<file path="src/rtl/xif_copro_issue_ctrl_if.sv">
// Bundle of issue, commit, input-buffer, unit and writeback signals around
// xif_copro_issue_ctrl. The slave modport is the controller's view.
interface xif_copro_issue_ctrl_if #(
    parameter int NUM_RS    = 2,
    parameter int NUM_UNITS = 2,
    parameter int ID_WIDTH  = 4
);
    localparam int UW = (NUM_UNITS > 1) ? $clog2(NUM_UNITS) : 1;

    logic [NUM_RS-1:0]      prd_use_gprs_i;
    logic [NUM_RS-1:0]      issue_rs_valid_i;
    logic                   issue_ready_o;
    logic                   commit_valid_i;
    logic                   commit_kill_i;
    logic [ID_WIDTH-1:0]    commit_id_i;
    logic                   ibuf_push_ready_i;
    logic                   ibuf_pop_valid_i;
    logic                   ibuf_pop_ready_o;
    logic [ID_WIDTH-1:0]    head_id_i;
    logic [UW-1:0]          head_unit_i;
    logic [NUM_RS*5-1:0]    head_rs_i;
    logic [NUM_RS-1:0]      head_rs_copro_i;
    logic [4:0]             head_rd_i;
    logic                   head_rd_copro_i;
    logic [NUM_UNITS-1:0]   unit_in_valid_o;
    logic [NUM_UNITS-1:0]   unit_in_ready_i;
    logic [NUM_UNITS-1:0]   unit_out_valid_i;
    logic [NUM_UNITS-1:0]   unit_out_ready_o;
    logic [NUM_UNITS*5-1:0] unit_out_rd_i;
    logic [NUM_UNITS-1:0]   unit_out_rd_copro_i;
    logic [UW-1:0]          wb_sel_o;
    logic                   result_valid_o;
    logic                   result_ready_i;
    logic                   copreg_we_o;
    logic [4:0]             copreg_waddr_o;
    logic [NUM_RS-1:0]      fwd_o;
    logic                   drain_o;

    modport slave (
        input  prd_use_gprs_i, issue_rs_valid_i, commit_valid_i, commit_kill_i,
               commit_id_i, ibuf_push_ready_i, ibuf_pop_valid_i, head_id_i,
               head_unit_i, head_rs_i, head_rs_copro_i, head_rd_i, head_rd_copro_i,
               unit_in_ready_i, unit_out_valid_i, unit_out_rd_i, unit_out_rd_copro_i,
               result_ready_i,
        output issue_ready_o, ibuf_pop_ready_o, unit_in_valid_o, unit_out_ready_o,
               wb_sel_o, result_valid_o, copreg_we_o, copreg_waddr_o, fwd_o, drain_o
    );

    modport master (
        output prd_use_gprs_i, issue_rs_valid_i, commit_valid_i, commit_kill_i,
               commit_id_i, ibuf_push_ready_i, ibuf_pop_valid_i, head_id_i,
               head_unit_i, head_rs_i, head_rs_copro_i, head_rd_i, head_rd_copro_i,
               unit_in_ready_i, unit_out_valid_i, unit_out_rd_i, unit_out_rd_copro_i,
               result_ready_i,
        input  issue_ready_o, ibuf_pop_ready_o, unit_in_valid_o, unit_out_ready_o,
               wb_sel_o, result_valid_o, copreg_we_o, copreg_waddr_o, fwd_o, drain_o
    );
endinterface

</file>
<file path="src/rtl/xif_copro_issue_ctrl.sv">
// Multi-unit issue/writeback controller for the XIF coprocessor: commit/kill
// scoreboard, register hazards, per-unit occupancy and round-robin writeback.
// Optional writeback-to-dispatch forwarding: define XIF_COPRO_FORWARD_EN.
// Handshakes: a transfer happens in a cycle where valid and ready are both 1;
// a producer holds valid (and its payload) until that cycle.
module xif_copro_issue_ctrl #(
    parameter int NUM_RS       = 2,
    parameter int NUM_UNITS    = 2,
    parameter int ID_WIDTH     = 4,
    parameter int MAX_INFLIGHT = 4
) (
    input  logic                  clk_i,
    input  logic                  rst_i,
    xif_copro_issue_ctrl_if.slave xif
);
    localparam int UW      = (NUM_UNITS > 1) ? $clog2(NUM_UNITS) : 1;
    localparam int NUM_IDS = 1 << ID_WIDTH;

    logic [NUM_IDS-1:0]   r_committed;
    logic [NUM_IDS-1:0]   r_killed;
    logic [31:0]          r_rd_busy;
    logic [3:0]           r_inflight [NUM_UNITS];
    logic [UW-1:0]        r_rr_ptr;

    logic                 w_commit_hit;
    logic                 w_head_committed;
    logic                 w_head_killed;
    logic                 w_drain;
    logic                 w_any_valid;
    logic [UW-1:0]        w_grant;
    logic [4:0]           w_wb_rd;
    logic                 w_wb_copro;
    logic                 w_wb_hs;
    logic                 w_copreg_we;
    logic [4:0]           w_copreg_waddr;
    logic [NUM_RS-1:0]    w_fwd;
    logic                 w_raw;
    logic                 w_waw;
    logic                 w_unit_ok;
    logic [3:0]           w_head_inflight;
    logic                 w_disp_ok;
    logic [NUM_UNITS-1:0] w_unit_in_valid;
    logic                 w_disp_hs;

    assign xif.issue_ready_o = (&(~xif.prd_use_gprs_i | xif.issue_rs_valid_i))
                               & xif.ibuf_push_ready_i;

    // A commit arriving in the same cycle as its head entry is honoured at once.
    assign w_commit_hit     = xif.commit_valid_i && (xif.commit_id_i == xif.head_id_i);
    assign w_head_committed = r_committed[xif.head_id_i] | (w_commit_hit & ~xif.commit_kill_i);
    assign w_head_killed    = r_killed[xif.head_id_i]    | (w_commit_hit &  xif.commit_kill_i);
    assign w_drain          = xif.ibuf_pop_valid_i & w_head_killed;

    // Round-robin search starting at the pointer; the grant only moves on a handshake.
    always_comb begin
        int  idx;
        logic found;
        w_grant    = '0;
        w_wb_rd    = '0;
        w_wb_copro = 1'b0;
        found      = 1'b0;
        for (int k = 0; k < NUM_UNITS; k++) begin
            idx = int'(r_rr_ptr) + k;
            if (idx >= NUM_UNITS) idx = idx - NUM_UNITS;
            if (!found && xif.unit_out_valid_i[idx]) begin
                w_grant = UW'(idx);
                found   = 1'b1;
            end
        end
        for (int u = 0; u < NUM_UNITS; u++) begin
            if (UW'(u) == w_grant) begin
                w_wb_rd    = xif.unit_out_rd_i[u*5 +: 5];
                w_wb_copro = xif.unit_out_rd_copro_i[u];
            end
        end
    end

    assign w_any_valid    = |xif.unit_out_valid_i;
    assign w_wb_hs        = w_any_valid & xif.result_ready_i;
    assign w_copreg_we    = w_wb_hs & w_wb_copro;
    assign w_copreg_waddr = w_wb_hs ? w_wb_rd : 5'd0;

    assign xif.wb_sel_o         = w_grant;
    assign xif.result_valid_o   = w_any_valid;
    assign xif.unit_out_ready_o = w_wb_hs ? (NUM_UNITS'(1) << w_grant) : '0;
    assign xif.copreg_we_o      = w_copreg_we;
    assign xif.copreg_waddr_o   = w_copreg_waddr;

    always_comb begin
        w_fwd = '0;
        w_raw = 1'b0;
        for (int i = 0; i < NUM_RS; i++) begin
`ifdef XIF_COPRO_FORWARD_EN
            w_fwd[i] = w_copreg_we & xif.head_rs_copro_i[i]
                       & (xif.head_rs_i[i*5 +: 5] == w_copreg_waddr);
`else
            w_fwd[i] = 1'b0;
`endif
            if (xif.head_rs_copro_i[i] && r_rd_busy[xif.head_rs_i[i*5 +: 5]] && !w_fwd[i])
                w_raw = 1'b1;
        end
    end

    assign xif.fwd_o = w_fwd;

    // A writer of the same rd retiring this cycle releases the WAW stall.
    assign w_waw = xif.head_rd_copro_i & r_rd_busy[xif.head_rd_i]
                   & ~(w_copreg_we && (w_copreg_waddr == xif.head_rd_i));

    always_comb begin
        w_unit_ok       = 1'b0;
        w_head_inflight = '0;
        for (int u = 0; u < NUM_UNITS; u++) begin
            if (UW'(u) == xif.head_unit_i) begin
                w_unit_ok       = 1'b1;
                w_head_inflight = r_inflight[u];
            end
        end
    end

    assign w_disp_ok = xif.ibuf_pop_valid_i & ~w_drain & w_head_committed & ~w_head_killed
                       & ~w_raw & ~w_waw & w_unit_ok
                       & (w_head_inflight < 4'(MAX_INFLIGHT));

    always_comb begin
        w_unit_in_valid = '0;
        for (int u = 0; u < NUM_UNITS; u++)
            w_unit_in_valid[u] = w_disp_ok && (UW'(u) == xif.head_unit_i);
    end

    assign w_disp_hs            = |(w_unit_in_valid & xif.unit_in_ready_i);
    assign xif.unit_in_valid_o  = w_unit_in_valid;
    assign xif.ibuf_pop_ready_o = w_drain | w_disp_hs;
    assign xif.drain_o          = w_drain;

    always_ff @(posedge clk_i) begin
        if (rst_i) begin
            r_committed <= '0;
            r_killed    <= '0;
            r_rd_busy   <= '0;
            r_rr_ptr    <= '0;
            for (int u = 0; u < NUM_UNITS; u++) r_inflight[u] <= '0;
        end else begin
            // A fresh commit on an ID overrides whatever state the ID held.
            if (xif.commit_valid_i) begin
                r_committed[xif.commit_id_i] <= ~xif.commit_kill_i;
                r_killed[xif.commit_id_i]    <=  xif.commit_kill_i;
            end
            if (w_disp_hs) r_committed[xif.head_id_i] <= 1'b0;
            if (w_drain)   r_killed[xif.head_id_i]    <= 1'b0;

            // Ordered so that a new writer's set beats a retiring writer's clear.
            if (w_copreg_we) r_rd_busy[w_copreg_waddr] <= 1'b0;
            if (w_disp_hs && xif.head_rd_copro_i) r_rd_busy[xif.head_rd_i] <= 1'b1;

            if (w_wb_hs)
                r_rr_ptr <= (int'(w_grant) == NUM_UNITS - 1) ? '0 : w_grant + 1'b1;

            for (int u = 0; u < NUM_UNITS; u++) begin
                if (w_disp_hs && (UW'(u) == xif.head_unit_i) && !(w_wb_hs && (UW'(u) == w_grant)))
                    r_inflight[u] <= r_inflight[u] + 4'd1;
                else if (w_wb_hs && (UW'(u) == w_grant) && !(w_disp_hs && (UW'(u) == xif.head_unit_i)))
                    r_inflight[u] <= r_inflight[u] - 4'd1;
            end
        end
    end
endmodule

</file>
<file path="src/flat_wrapper.sv">
// flat-port wrapper written by rule: the top's interface ports become plain ports
module xif_copro_issue_ctrl_flat 
#(
    parameter int NUM_RS       = 2,
    parameter int NUM_UNITS    = 2,
    parameter int ID_WIDTH     = 4,
    parameter int MAX_INFLIGHT = 4
)
  (clk_i, rst_i, xif_prd_use_gprs_i, xif_issue_rs_valid_i, xif_commit_valid_i, xif_commit_kill_i, xif_commit_id_i, xif_ibuf_push_ready_i, xif_ibuf_pop_valid_i, xif_head_id_i, xif_head_unit_i, xif_head_rs_i, xif_head_rs_copro_i, xif_head_rd_i, xif_head_rd_copro_i, xif_unit_in_ready_i, xif_unit_out_valid_i, xif_unit_out_rd_i, xif_unit_out_rd_copro_i, xif_result_ready_i, xif_issue_ready_o, xif_ibuf_pop_ready_o, xif_unit_in_valid_o, xif_unit_out_ready_o, xif_wb_sel_o, xif_result_valid_o, xif_copreg_we_o, xif_copreg_waddr_o, xif_fwd_o, xif_drain_o);
  xif_copro_issue_ctrl_if #(.NUM_RS(NUM_RS), .NUM_UNITS(NUM_UNITS), .ID_WIDTH(ID_WIDTH)) xif_i ();
  input  logic clk_i;
  input  logic rst_i;
  input wire logic [$bits(xif_i.prd_use_gprs_i)-1:0] xif_prd_use_gprs_i;
  input wire logic [$bits(xif_i.issue_rs_valid_i)-1:0] xif_issue_rs_valid_i;
  input wire logic [$bits(xif_i.commit_valid_i)-1:0] xif_commit_valid_i;
  input wire logic [$bits(xif_i.commit_kill_i)-1:0] xif_commit_kill_i;
  input wire logic [$bits(xif_i.commit_id_i)-1:0] xif_commit_id_i;
  input wire logic [$bits(xif_i.ibuf_push_ready_i)-1:0] xif_ibuf_push_ready_i;
  input wire logic [$bits(xif_i.ibuf_pop_valid_i)-1:0] xif_ibuf_pop_valid_i;
  input wire logic [$bits(xif_i.head_id_i)-1:0] xif_head_id_i;
  input wire logic [$bits(xif_i.head_unit_i)-1:0] xif_head_unit_i;
  input wire logic [$bits(xif_i.head_rs_i)-1:0] xif_head_rs_i;
  input wire logic [$bits(xif_i.head_rs_copro_i)-1:0] xif_head_rs_copro_i;
  input wire logic [$bits(xif_i.head_rd_i)-1:0] xif_head_rd_i;
  input wire logic [$bits(xif_i.head_rd_copro_i)-1:0] xif_head_rd_copro_i;
  input wire logic [$bits(xif_i.unit_in_ready_i)-1:0] xif_unit_in_ready_i;
  input wire logic [$bits(xif_i.unit_out_valid_i)-1:0] xif_unit_out_valid_i;
  input wire logic [$bits(xif_i.unit_out_rd_i)-1:0] xif_unit_out_rd_i;
  input wire logic [$bits(xif_i.unit_out_rd_copro_i)-1:0] xif_unit_out_rd_copro_i;
  input wire logic [$bits(xif_i.result_ready_i)-1:0] xif_result_ready_i;
  output wire logic [$bits(xif_i.issue_ready_o)-1:0] xif_issue_ready_o;
  output wire logic [$bits(xif_i.ibuf_pop_ready_o)-1:0] xif_ibuf_pop_ready_o;
  output wire logic [$bits(xif_i.unit_in_valid_o)-1:0] xif_unit_in_valid_o;
  output wire logic [$bits(xif_i.unit_out_ready_o)-1:0] xif_unit_out_ready_o;
  output wire logic [$bits(xif_i.wb_sel_o)-1:0] xif_wb_sel_o;
  output wire logic [$bits(xif_i.result_valid_o)-1:0] xif_result_valid_o;
  output wire logic [$bits(xif_i.copreg_we_o)-1:0] xif_copreg_we_o;
  output wire logic [$bits(xif_i.copreg_waddr_o)-1:0] xif_copreg_waddr_o;
  output wire logic [$bits(xif_i.fwd_o)-1:0] xif_fwd_o;
  output wire logic [$bits(xif_i.drain_o)-1:0] xif_drain_o;
  assign xif_i.prd_use_gprs_i = xif_prd_use_gprs_i;
  assign xif_i.issue_rs_valid_i = xif_issue_rs_valid_i;
  assign xif_i.commit_valid_i = xif_commit_valid_i;
  assign xif_i.commit_kill_i = xif_commit_kill_i;
  assign xif_i.commit_id_i = xif_commit_id_i;
  assign xif_i.ibuf_push_ready_i = xif_ibuf_push_ready_i;
  assign xif_i.ibuf_pop_valid_i = xif_ibuf_pop_valid_i;
  assign xif_i.head_id_i = xif_head_id_i;
  assign xif_i.head_unit_i = xif_head_unit_i;
  assign xif_i.head_rs_i = xif_head_rs_i;
  assign xif_i.head_rs_copro_i = xif_head_rs_copro_i;
  assign xif_i.head_rd_i = xif_head_rd_i;
  assign xif_i.head_rd_copro_i = xif_head_rd_copro_i;
  assign xif_i.unit_in_ready_i = xif_unit_in_ready_i;
  assign xif_i.unit_out_valid_i = xif_unit_out_valid_i;
  assign xif_i.unit_out_rd_i = xif_unit_out_rd_i;
  assign xif_i.unit_out_rd_copro_i = xif_unit_out_rd_copro_i;
  assign xif_i.result_ready_i = xif_result_ready_i;
  assign xif_issue_ready_o = xif_i.issue_ready_o;
  assign xif_ibuf_pop_ready_o = xif_i.ibuf_pop_ready_o;
  assign xif_unit_in_valid_o = xif_i.unit_in_valid_o;
  assign xif_unit_out_ready_o = xif_i.unit_out_ready_o;
  assign xif_wb_sel_o = xif_i.wb_sel_o;
  assign xif_result_valid_o = xif_i.result_valid_o;
  assign xif_copreg_we_o = xif_i.copreg_we_o;
  assign xif_copreg_waddr_o = xif_i.copreg_waddr_o;
  assign xif_fwd_o = xif_i.fwd_o;
  assign xif_drain_o = xif_i.drain_o;
  xif_copro_issue_ctrl #(.NUM_RS(NUM_RS), .NUM_UNITS(NUM_UNITS), .ID_WIDTH(ID_WIDTH), .MAX_INFLIGHT(MAX_INFLIGHT)) u_core (.clk_i(clk_i), .rst_i(rst_i), .xif(xif_i));
endmodule
</file>
<file path="config.mk">
export PLATFORM = sky130hd
export DESIGN_NAME = xif_copro_issue_ctrl_flat
export DESIGN_NICKNAME = d
export VERILOG_FILES = /design/src/rtl/xif_copro_issue_ctrl_if.sv /design/src/rtl/xif_copro_issue_ctrl.sv /design/src/flat_wrapper.sv
export SDC_FILE = /design/constraint.sdc
export NUM_CORES = 1
export LEC_CHECK = 0
export ABC_AREA = 0
export BUFFER_PORTS_ARGS = -buffer_cell sky130_fd_sc_hd__buf_2
export CORE_MARGIN = 4
export CORE_UTILIZATION = 25
export CTS_CLUSTER_DIAMETER = 200
export DETAILED_ROUTE_END_ITERATION = 10
export GPL_TIMING_DRIVEN = 0
export PLACE_DENSITY = 0.51
export SLEW_MARGIN = 40
export SYNTH_ARGS = -nofsm -noshare
export SYNTH_HDL_FRONTEND = slang
export SYNTH_SLANG_ARGS = --single-unit
</file>
<file path="constraint.sdc">
create_clock -name clk_i -period 4.1 [get_ports clk_i]
set_input_delay 0.82 -clock clk_i [delete_from_list [all_inputs] [get_ports clk_i]]
set_output_delay 0.82 -clock clk_i [all_outputs]
set_load 0.005 [all_outputs]
</file>
## After elaboration in Yosys (flattened, before gate mapping)

Memory sizes are Yosys's and may differ from the RTL's.
Index checks and enable logic that the tools add are counted.

- Add/subtract/negate cells: 8
- $lt $le $gt $ge: 15
- Equal/unequal tests: 2
- Shift operators: 1
- Mux-type cells: 68
- Bitwise operators: 38
- Reduce and logical (&&, ||, !) cells: 28

Operator list:

| operator | count |
|---|---|
| 32-bit 2-to-1 mux | 5 |
| 16-bit 2-to-1 mux | 6 |
| 32-bit by 3-bit less-than comparator with 1-bit output (second input constant) | 2 |
| 1-bit 2-to-1 mux | 38 |
| 16-bit bitwise AND | 2 |
| 32-bit bitwise AND | 1 |
| 16-bit bitwise mux | 2 |
| 32-bit by 3-bit >= comparator with 1-bit output (second input constant) | 1 |
| 32-bit inverter | 1 |
| 32-bit OR | 1 |
| 32-bit by 3-bit subtractor with 32-bit output (second input constant) | 1 |
| 5-bit by 6-bit less-than comparator with 1-bit output (second input constant) | 4 |
| 1-bit logical AND | 20 |
| 4-bit 2-to-1 mux | 5 |
| 16-bit inverter | 1 |
| 1-bit binary-select mux with 5-bit select | 3 |
| 1-bit bitwise AND | 14 |
| 1-bit demux with 5-bit select | 2 |
| 5-bit by 1-bit >= comparator with 1-bit output (second input constant) | 2 |
| 4-bit by 5-bit less-than comparator with 1-bit output (second input constant) | 2 |
| 5-bit 2-to-1 mux | 2 |
| 4-bit by 1-bit adder with 4-bit output (second input constant) | 2 |
| 1-bit binary-select mux with 4-bit select | 2 |
| 1-bit demux with 4-bit select | 2 |
| other kinds (19) | 39 |

- Register bits after elaboration: 65
- RAM bits: 8
- Input port bits: 54
- Output and inout bits: 17
- Word-level logic and storage cells: 165
- Memories kept: 1

Memory list:

| memory | words | bits a word | read ports | clocked after memory_dff | wr ports | line | text |
|---|---|---|---|---|---|---|---|
| u_core.r_inflight | 2 | 4 | 2 | 0 | 2 | xif_copro_issue_ctrl.sv:22 | `logic [3:0] r_inflight [NUM_UNITS];` |

## Depth between registers and ports, before layout

Gate-level depths: netlist of the first run.

- Depth in word-level cells: 29
- Depth in mapped cells: 15
- Depth with buffers taken out: 14

## Worst setup path before layout of the first run

Ideal clock, no wire load.

- Kind: input to register
- Start point: in xif_head_rd_i[0]
- End point: mem u_core.r_inflight[0][3], data pin
- Setup time: 0.254 ns
- Arrival time: 3.535 ns
- Data required time: 3.846 ns
- Slack: 0.311 ns
- Cell stages on the path: 15
- Buffers on the path: 2
- Cell sequence: buf_2 > buf_2 > mux4_2 > mux2i_1 > nand2_1 > a32oi_1 > a41o_1 > nand3_1 > and3_1 > ha_1 > a21o_1 > a21oi_1 > xnor2_1 > xnor2_1 > nor2_1

RTL lines:

| item | line | text |
|---|---|---|
| start: declaration | flat_wrapper.sv:24 | `input wire logic [$bits(xif_i.head_rd_i)-1:0] xif_head_rd_i;` |
| end: declaration | xif_copro_issue_ctrl.sv:22 |  |

==> impl_metrics.env, run 1 <==
export IMPL_final_common_cell="dfxtp_1"
export IMPL_hold_path_class="reg -> reg"
export IMPL_viasPerCell=5.329
export IMPL_grt_ovfl_total=0
export IMPL_crit_type="in -> reg"
export IMPL_dr_pass1_iters=5
export IMPL_drv_slew=0
export IMPL_yosysWarnings=0
export IMPL_portBuffers=52
export IMPL_wl_met1_mm=7.312
export IMPL_routedWlPerCell_um=19.10
export IMPL_pin_count=71
export IMPL_design_area_mm2=0.005799
export IMPL_grt_max_degree=17
export IMPL_synthArstFlopShare=0
export IMPL_synthDistinctLibCells=69
export IMPL_antennaDiodeCount=0
export IMPL_top_layer_used="met4"
export IMPL_syn_inst=535
export IMPL_cts_hold_buf=0
export IMPL_critPathLaunchType="primary input"
export IMPL_dpl_cell_count=848
export IMPL_met2_length_mm=7.785
export IMPL_clk_path_buf_depth=2
export IMPL_worstMarginPinSlew_ps=913.4
export IMPL_fin_tns_setup_ps=0
export IMPL_slew_headroom=0.3897
export IMPL_layout_nets=659
export IMPL_skew_ps=12.39
export IMPL_p_per_area_mw_per_mm2=313.8
export IMPL_gp_congestion=0.9107
export IMPL_worst_ep_required_time_ps=4200
export IMPL_fp_dieH_um=147.9
export IMPL_p_switching_mw=0.5507
export IMPL_cts_clk_slew_worst_paths_ps=70
export IMPL_clk_latency_ps=350
export IMPL_ir_drop_v=0.0001815
export IMPL_power_share_clock=0.440
export IMPL_grt_pass1_wl_mm=25.76
export IMPL_clock_fmax_ghz=0.2596
export IMPL_min_period_ps=3852
export IMPL_cp_end_kind="flip-flop"
export IMPL_p_leak_nw=2.140
export IMPL_wl_met3_mm=1.206
export IMPL_ys_flop_type="dfxtp_1"
export IMPL_clock_root_buffer="clkbuf_16"
export IMPL_finalCritPeriodShare=0.9395
export IMPL_synth_area_mm2=0.004896
export IMPL_power_frac_comb=0.149
export IMPL_crit_fanout=10
export IMPL_clock_sinks=73
export IMPL_syn_area_per_cell_um2=9.151
export IMPL_drv_cap=0
export IMPL_p_int_mw=1.269
export IMPL_rsz0062_at_grt="false"
export IMPL_drc=0
export IMPL_initial_core_util=0.2583
export IMPL_die_area_mm2=0.02189
export IMPL_ys_seq_area_frac=0.3148
export IMPL_synthToLayoutAreaGrowth_pct=18.45
export IMPL_placed_cell_area_mm2=0.005485
export IMPL_hpwl_mm=12.24
export IMPL_status="complete, no violations"
export IMPL_synth_edf_count=8
export IMPL_seq_power_share=0.411
export IMPL_finalSetupViolCount=0
export IMPL_stdcell_count=865
export IMPL_htree_levels=3
export IMPL_postRouteAntennaNets=0
export IMPL_cts_tree="done"
export IMPL_routed_wl_mm=16.53
export IMPL_antenna_found_initial=0
export IMPL_grt_total_usage=0.1497
export IMPL_final_hold_viol_count=0
export IMPL_critPathArrivalTime_ps=3950
export IMPL_drtIter0Drc=430
export IMPL_cts_buffers=9
export IMPL_grt_pass1_vias=4452
export IMPL_layout_common_cells="dfxtp_1 (65), buf_2 (62), nand2_1 (48), o21ai_0 (46), nor2_1 (35)"
export IMPL_dieWidth_um=147.9
export IMPL_nFillCells=1989
export IMPL_core_area_mm2=0.01896
export IMPL_num_vias=4610
export IMPL_drive_gt1_frac=0.2215
export IMPL_p_sw_frac=0.3026
export IMPL_num_rows=50
export IMPL_synth_seq_cells=73
==> synthesized netlist by cell type, types with 3 or more instances <==
master,count,share of area
xor2_1,5,0.0089
ha_1,4,0.010
buf_2,9,0.0092
mux4_1,4,0.021
a21oi_1,27,0.028
mux2i_1,18,0.037
buf_1,3,0.0023
a2111oi_0,6,0.011
and2_1,3,0.0038
nand3_1,24,0.025
inv_1,21,0.016
xnor2_1,7,0.013
o21ai_0,46,0.047
buf_6,3,0.0069
nor3b_1,5,0.0077
dfxtp_1,65,0.27
a311oi_1,3,0.0054
mux4_2,27,0.12
mux2_2,4,0.0092
nand2_1,48,0.037
nand2b_1,8,0.010
clkbuf_1,18,0.014
nor2b_1,8,0.010
or2_2,3,0.0038
o311ai_0,5,0.0089
a41o_1,3,0.0061
nor3_1,10,0.010
nand3b_1,3,0.0046
and3_1,10,0.013
a32oi_1,4,0.0072
o211ai_1,23,0.035
or3_1,3,0.0038
a221oi_1,8,0.014
a211oi_1,9,0.014
edfxtp_1,8,0.049
nor2_1,35,0.027
buf_4,4,0.0061
==> repair_timing <==
action	4_1_cts	5_1_grt
setup buffers	1	0
setup endpoints to repair	1	3
pin swaps	0	0
resized for setup	1	1
==> sequential cells by signal, indices dropped and copies added, names as in the netlist <==
register,flops
u_core.r_rd_busy,32
u_core.r_committed,16
u_core.r_killed,16
u_core.r_inflight,8
u_core.r_rr_ptr,1
==> cell type report <==
type,instances,area [um^2],area share
Inverter,22,82.58,0.01424
Sequential cell,73,1541,0.2658
Buffer,38,196.4,0.03387
Tap cell,260,325.3,0.05609
Multi-Input combinational cell,403,3093,0.5333
Clock inverter,7,67.56,0.01165
Timing Repair Buffer,53,267.8,0.04617
Clock buffer,9,225.2,0.03883
==> worst paths after layout <==
| kind | start | end | slack, ps | cells past startpoint |
|---|---|---|---|---|
| max | xif_head_rd_i[0] | u_core.r_inflight[0][3] | 250 | 15 |
| min | u_core.r_killed[7] | u_core.r_killed[7] | 500 | 2 |
| min reg2reg | u_core.r_killed[7] | u_core.r_killed[7] | 500 | 2 |
| max reg2reg | u_core.r_rr_ptr | u_core.r_inflight[0][3] | 630 | 15 |
==> critical path: stages <==
cell     delay (ps)
buf_2           250
buf_2           320
mux4_2          520
mux2i_1         210
nand2_1          80
a32oi_1         190
a41o_2          210
nand3_1         120
and3_1          250
ha_1            280
a21o_1          170
a21oi_1         170
xnor2_1         150
xnor2_1         140
nor2_1           50
==> cell families (layout without fill, tap and decap cells) <==
logic type	Yosys count	after routing	share of synthesized area
AND/OR/NAND/NOR	174	174	0.1797
multiplexers	53	53	0.1917
XOR/XNOR	12	12	0.02147
adder cells (fa/ha/maj)	5	5	0.01431
flip-flops	73	73	0.3148
buffers and inverters	60	129	0.05673
other	1	2	0.0007659
AO/OA/AOI/OAI	157	157	0.2205
==> metrics by stage <==
stage	power (mW)	worst slack [ps]	util	hold slack, ps
global route	1.888	40.57	0.3059	527.4
CTS	1.833	147.3	0.3053	502.5
floorplan	0.9378	310.9	-	462.5
finish	1.820	248.2	0.3059	503.7
detailed placement	1.032	-207.2	0.2894	488.7
global placement	1.026	-245.9	0.2894	485.3
==> metal layers <==
metal | global-route usage | vias to the layer above
met4 | 0.03972 | 0
li1 | - | 2170
met5 | 0 | -
met2 | 0.2416 | 194
met3 | 0.03403 | 16
met1 | 0.2028 | 2230
==> power by group through the flow <==
stage	clock, mW	sequential (mW)	combinational [mW]
6_report	0.800	0.748	0.272
5_1_grt	0.841	0.750	0.297
4_1_cts	0.816	0.748	0.269
3_5_place_dp	0	0.764	0.268
3_3_place_gp	0	0.763	0.263
2_1_floorplan	0	0.760	0.177
Note: power is estimated with default switching activity, not from simulation.
==> run 2: changes to the inputs <==
- clock period: 4.1 -> 3.6 ns (I/O delays scaled with it)
==> impl_metrics.env, run 2 (same netlist as run 1, synthesis figures left out) <==
export IMPL_clock_root_buffer="clkbuf_16"
export IMPL_hpwl_mm=11.99
export IMPL_cpPeakStageDelay_ps=440
export IMPL_reg_top3="u_core.r_rd_busy (32), u_core.r_committed (16), u_core.r_killed (16)"
export IMPL_num_rows=50
export IMPL_drc=0
export IMPL_dpl_cell_count=848
export IMPL_finalSetupViolCount=0
export IMPL_rsz0062_at_grt="true"
export IMPL_crit_type="in -> reg"
export IMPL_finalCritPeriodShare=0.9720
export IMPL_status="complete, no violations"
export IMPL_antenna_found_initial=0
export IMPL_antennaDiodeCount=0
export IMPL_regToRegSetupSlack_ps=270
export IMPL_min_period_ps=3499
export IMPL_cp_end_kind="flip-flop"
export IMPL_drv_cap=0
export IMPL_postRouteAntennaNets=0
export IMPL_layout_nets=663
export IMPL_viasPerCell=5.453
export IMPL_min_path_cells=2
export IMPL_num_vias=4739
export IMPL_grt_pass1_vias=4675
export IMPL_drtIter0Drc=457
export IMPL_routed_wl_mm=16.29
export IMPL_final_util=0.3122
export IMPL_fin_tns_setup_ps=0
export IMPL_fp_dieH_um=147.9
export IMPL_final_common_cell="dfxtp_1"
export IMPL_hold_start="u_core.r_killed[12]"
export IMPL_cpLargestDelayFamily="compound AO/OA/AOI/OAI gates"
export IMPL_crit_fanout=9
export IMPL_reg2regPathDepth=13
export IMPL_clock_fmax_ghz=0.2858
export IMPL_finalWorstSetupSlack_ps=101.0
export IMPL_clk_latency_ps=340
export IMPL_grt_pass1_wl_mm=25.32
export IMPL_htree_levels=3
export IMPL_regToRegStartpoint="u_core.r_rr_ptr"
export IMPL_grt_ovfl_total=0
export IMPL_dieWidth_um=147.9
export IMPL_grt_total_usage=0.1474
export IMPL_stdcell_count=869
export IMPL_skew_ps=7.520
export IMPL_layout_common_cells="dfxtp_1 (65), buf_2 (55), nand2_1 (48), o21ai_0 (45), nor2_1 (34)"
export IMPL_cts_tree="done"
export IMPL_routedWlPerCell_um=18.75
export IMPL_critPathLaunchType="primary input"
export IMPL_clk_path_buf_depth=2
export IMPL_critPathBufInv=4
export IMPL_dr_pass1_iters=5
export IMPL_cp_cell_sequence="buf_6 > mux4_2 > mux2i_2 > mux2_2 > a221oi_2 > nor3_4 > buf_4 > buf_4 > a41o_1 > or3_1 > buf_6 > or3_1 > a32oi_1"
export IMPL_p_leak_nw=2.183
export IMPL_cts_buffers=9
export IMPL_worst_ep_required_time_ps=3770
export IMPL_holdPathEnd="u_core.r_killed[12]"
export IMPL_final_hold_viol_count=0
export IMPL_die_area_mm2=0.02189
export IMPL_rr_endpoint="u_core.r_inflight[1][2]"
export IMPL_pin_count=71
export IMPL_cts_clk_slew_worst_paths_ps=60
export IMPL_slew_headroom=0.4567
export IMPL_cts_hold_buf=0
export IMPL_drv_slew=0
export IMPL_portBuffers=52
export IMPL_p_per_area_mw_per_mm2=344.9
export IMPL_gp_congestion=0.8870
export IMPL_clock_sinks=73
export IMPL_critPathSlowestCell="a221oi_2"
export IMPL_drive_gt1_frac=0.2414
export IMPL_regMostFlops="u_core.r_rd_busy"
export IMPL_largest_register_ffs=32
export IMPL_ir_drop_v=0.0002677
export IMPL_initial_core_util=0.2583
export IMPL_core_area_mm2=0.01896
export IMPL_grt_max_degree=14
export IMPL_dpl_worst_slack_ps=-479.4
export IMPL_worstMarginPinSlew_ps=813.2
export IMPL_critPathArrivalTime_ps=3670
export IMPL_hold_path_class="reg -> reg"
export IMPL_synthToLayoutAreaGrowth_pct=20.88
-- run 2: cell types whose count changed in the layout (fill, tap and decap cells not counted), sizes merged --
cell,before,now
clkinv,1,3
clkinvlp,1,2
inv,27,22
buf,72,76
clkbuf,28,30
-- run 2: cell type report --
| class | instances | area [um^2] |
|---|---|---|
| Buffer | 37 | 242.7 |
| Clock buffer | 11 | 254.0 |
| Clock inverter | 5 | 37.54 |
| Fill cell | 1968 | 13040 |
| Inverter | 22 | 82.58 |
| Multi-Input combinational cell | 403 | 3129 |
| Sequential cell | 73 | 1541 |
| Tap cell | 260 | 325.3 |
| Timing Repair Buffer | 58 | 305.3 |
-- run 2: worst reg2reg max path, stage by stage (launching register included) --
cell and delay (ps):
dfxtp_1 340, nand2b_1 220, and2_1 180, clkbuf_4 170, a31oi_4 280, inv_1 160, xnor2_1 150, a41o_2 280
buf_4 160, a41o_1 160, or3_1 350, buf_6 150, or3_1 340, a32oi_1 220
-- run 2: repair_timing --
item	in CTS	in global routing
buffers inserted	3	3
setup endpoints to repair	12	34
resized for setup	4	24
pin swaps	2	7
-- run 2: metal layers --
layer / global-route usage / wire (um) / share of wire / vias to the layer above
met5: 0 / 0 / 0 / -
met4: 0.05404 / 539 / 0.033 / 0
met3: 0.04108 / 1472 / 0.090 / 47
met2: 0.2331 / 7402 / 0.45 / 271
met1: 0.1930 / 6875 / 0.42 / 2237
li1: - / - / - / 2184
-- run 2: how the worst max path moves through the flow --
stage	from	end	slack [ps]	cells after the start
after global routing	xif_head_rs_i[0]	u_core.r_inflight[0][3]	-10	15
after CTS	xif_head_id_i[1]	u_core.r_inflight[0][3]	10	16
after global placement	xif_head_rd_i[1]	u_core.r_inflight[0][3]	-440	15
final	xif_head_rs_i[5]	u_core.r_inflight[1][2]	100	13
after floorplan	xif_head_rs_i[0]	u_core.r_inflight[0][3]	10	14
after detailed placement	xif_head_rd_i[1]	u_core.r_inflight[0][3]	-480	15
-- run 2: where the power goes --
part | switching, mW | internal, mW | total, mW
registers | 0.0125 | 0.840 | 0.853
clock network | 0.359 | 0.511 | 0.870
logic | 0.193 | 0.125 | 0.319
total | 0.565 | 1.48 | 2.04
-- run 2: metrics by stage --
stage	area, um^2	total power, mW	hold slack [ps]
2_1_floorplan	4916	1.070	462.5
3_5_place_dp	5508	1.176	489.9
3_3_place_gp	5502	1.169	483.7
6_report	5918	2.041	501.0
5_1_grt	5918	2.122	541.8
4_1_cts	5829	2.049	502.7
==> run 3: changes to the inputs <==
- ABC_AREA: 0 -> 1
==> impl_metrics.env, run 3 <==
export IMPL_ys_seq_area_frac=0.2784
export IMPL_synthArstFlopShare=0
export IMPL_viasPerCell=4.798
export IMPL_synth_edf_count=8
export IMPL_portBuffers=60
export IMPL_clock_sinks=73
export IMPL_fp_dieH_um=156.8
export IMPL_grt_pass1_vias=5488
export IMPL_synth_xor_area_share=0.01107
export IMPL_p_leak_nw=2.868
export IMPL_antenna_found_initial=0
export IMPL_multi_input_area_mm2=0.003423
export IMPL_crit_end="xif_drain_o"
export IMPL_ys_top_cells_by_count="nand2_1 (244), nor2_1 (119), nand3_1 (110)"
export IMPL_grt_pass1_wl_mm=29.86
export IMPL_cts_tree="done"
export IMPL_layout_common_cells="nand2_1 (244), nor2_1 (118), nand3_1 (110), inv_1 (94), o21ai_0 (81)"
export IMPL_cp_cell_sequence="buf_4 > inv_2 > nor2_1 > a21oi_1 > nand2_1 > nand2_1 > nand2_1 > nor2_2 > nand2_1 > nand2_1 > clkinv_1 > buf_1 > buf_2"
export IMPL_synth_area_leader_cell="dfxtp_1"
export IMPL_drv_cap=0
export IMPL_hold_start="u_core.r_rd_busy[30]"
export IMPL_finalSetupViolCount=0
export IMPL_critPathArrivalTime_ps=2640
export IMPL_final_hold_viol_count=0
export IMPL_htree_levels=3
export IMPL_cts_buffers=9
export IMPL_synth_seq_cells=73
export IMPL_muxShareOfSynthArea=0
export IMPL_status="complete, no violations"
export IMPL_slew_headroom=0.5482
export IMPL_grt_ovfl_total=0
export IMPL_dr_pass1_iters=8
export IMPL_fin_tns_setup_ps=0
export IMPL_ir_drop_v=0.0001705
export IMPL_synth_compound_area_frac=0.1713
export IMPL_path_common_cell="nand2_1"
export IMPL_syn_area_per_cell_um2=6.019
export IMPL_worstMarginPinSlew_ps=677.7
export IMPL_holdWs_ps=482.3
export IMPL_startpoint="xif_head_id_i[1]"
export IMPL_clock_fmax_ghz=0.2973
export IMPL_final_common_cell="nand2_1"
export IMPL_finalCritPeriodShare=0.9342
export IMPL_seqCellArea_mm2=0.001541
export IMPL_routed_wl_mm=19.23
export IMPL_design_area_mm2=0.006539
export IMPL_reg2regPathDepth=22
export IMPL_grt_total_usage=0.1539
export IMPL_synthToLayoutAreaGrowth_pct=18.07
export IMPL_layout_nets=1054
export IMPL_total_power_mw=2.200
export IMPL_synth_area_leaders="dfxtp_1 (23%), nand2_1 (17%), nand3_1 (9.9%), nor2_1 (8.1%), o21ai_0 (7.3%)"
export IMPL_clk_latency_ps=340
export IMPL_routedWlPerCell_um=15.02
export IMPL_hpwl_mm=14.57
export IMPL_synth_top_area_frac=0.2350
export IMPL_clock_root_buffer="clkbuf_16"
export IMPL_p_per_area_mw_per_mm2=336.5
export IMPL_synth_area_mm2=0.005538
export IMPL_gp_congestion=0.8919
export IMPL_syn_inst=920
export IMPL_cts_hold_buf=0
export IMPL_antennaDiodeCount=0
export IMPL_yosysMostFrequentCell="nand2_1"
export IMPL_cpLargestDelayFamily="buffers and inverters"
export IMPL_crit_fanout=10
export IMPL_min_period_ps=3363
export IMPL_drv_slew=0
export IMPL_critPathLaunchType="primary input"
export IMPL_yosysWarnings=0
export IMPL_largest_register_ffs=32
export IMPL_clk_path_buf_depth=2
export IMPL_final_util=0.2996
export IMPL_critPathSlowestCell="buf_1"
export IMPL_drtIter0Drc=527
export IMPL_initial_core_util=0.2538
export IMPL_regMostFlops="u_core.r_rd_busy"
export IMPL_die_area_mm2=0.02460
export IMPL_synth_top_family_by_area="simple AND/OR/NAND/NOR gates"
export IMPL_cts_clk_slew_worst_paths_ps=60
export IMPL_num_vias=6141
export IMPL_placed_cell_area_mm2=0.006192
export IMPL_dieWidth_um=156.8
export IMPL_nFillCells=2439
export IMPL_core_area_mm2=0.02182
export IMPL_rr_endpoint="u_core.r_inflight[0][3]"
export IMPL_pin_count=71
export IMPL_regToRegSetupSlack_ps=410
export IMPL_skew_ps=9.426
export IMPL_synthAdderAreaFrac=0.01265
export IMPL_path_depth=13
export IMPL_critPathBufInv=5
export IMPL_grt_max_degree=13
export IMPL_synthDistinctLibCells=37
export IMPL_drive_gt1_frac=0.1430
export IMPL_num_rows=54
export IMPL_cpPeakStageDelay_ps=430
export IMPL_hold_path_class="reg -> reg"
export IMPL_drc=0
export IMPL_regToRegStartpoint="u_core.r_rr_ptr"
export IMPL_postRouteAntennaNets=0
export IMPL_rsz0062_at_grt="false"
export IMPL_ys_flop_type="dfxtp_1"
export IMPL_cp_end_kind="output pin"
export IMPL_crit_type="in -> out"
export IMPL_reg_top3="u_core.r_rd_busy (32), u_core.r_committed (16), u_core.r_killed (16)"
export IMPL_yosys_area_share_simple=0.4196
export IMPL_worst_ep_required_time_ps=2880
run 3: cell type report:
type / count / share of cell area
Timing Repair Buffer: 63 / 0.04937
Inverter: 100 / 0.05741
Clock inverter: 5 / 0.01206
Tap cell: 280 / 0.05358
Clock buffer: 11 / 0.03559
Sequential cell: 73 / 0.2357
Multi-Input combinational cell: 709 / 0.5235
Buffer: 39 / 0.03272
run 3: per-stage QoR:
| stage | instances | worst slack, ps |
|---|---|---|
| floorplan | 921 | 373.7 |
| global placement | 1261 | -131.7 |
| detailed placement | 1261 | -150.6 |
| CTS | 1277 | 160.8 |
| global route | 1280 | 2.613 |
| finish | 1280 | 237.0 |
run 3: tightest hold or removal path: stages, from the launching register on:
cell	delay (ps)
dfxtp_1	310
o21ai_0	60
a21oi_1	60
run 3: repair_timing:
| item | in CTS | in global routing |
|---|---|---|
| hold endpoints to repair | 0 | 0 |
| setup buffers | 0 | 3 |
| setup endpoints to repair | 0 | 2 |
| gates resized for setup | 0 | 3 |
run 3: worst min-delay path by stage:
stage	to	cells past startpoint
final	u_core.r_rd_busy[30]	2
after global routing	u_core.r_rd_busy[30]	2
after detailed placement	u_core.r_rr_ptr	2
after CTS	u_core.r_rd_busy[30]	2
after floorplan	u_core.r_rr_ptr	2
after global placement	u_core.r_rr_ptr	2
run 3: metal layers:
metal | up-vias | track usage | routed length, um
li1 | 3153 | - | -
met1 | 2752 | 0.2236 | 9337
met2 | 215 | 0.2296 | 8171
met3 | 21 | 0.02959 | 1421
met4 | 0 | 0.04711 | 302
met5 | - | 0 | 0
run 3: power by group:
part | leakage (nW) | switching (mW) | internal [mW]
sequential | 0.608 | 0.0106 | 0.839
clock | 0.150 | 0.359 | 0.607
combinational | 2.11 | 0.267 | 0.118
run 3: cell families after synthesis:
group           after synthesis
simple gates                527
buf+inv                     139
other cells                   1
fa+ha+maj                     5
xor+xnor                      7
flops                        73
compound gates              168
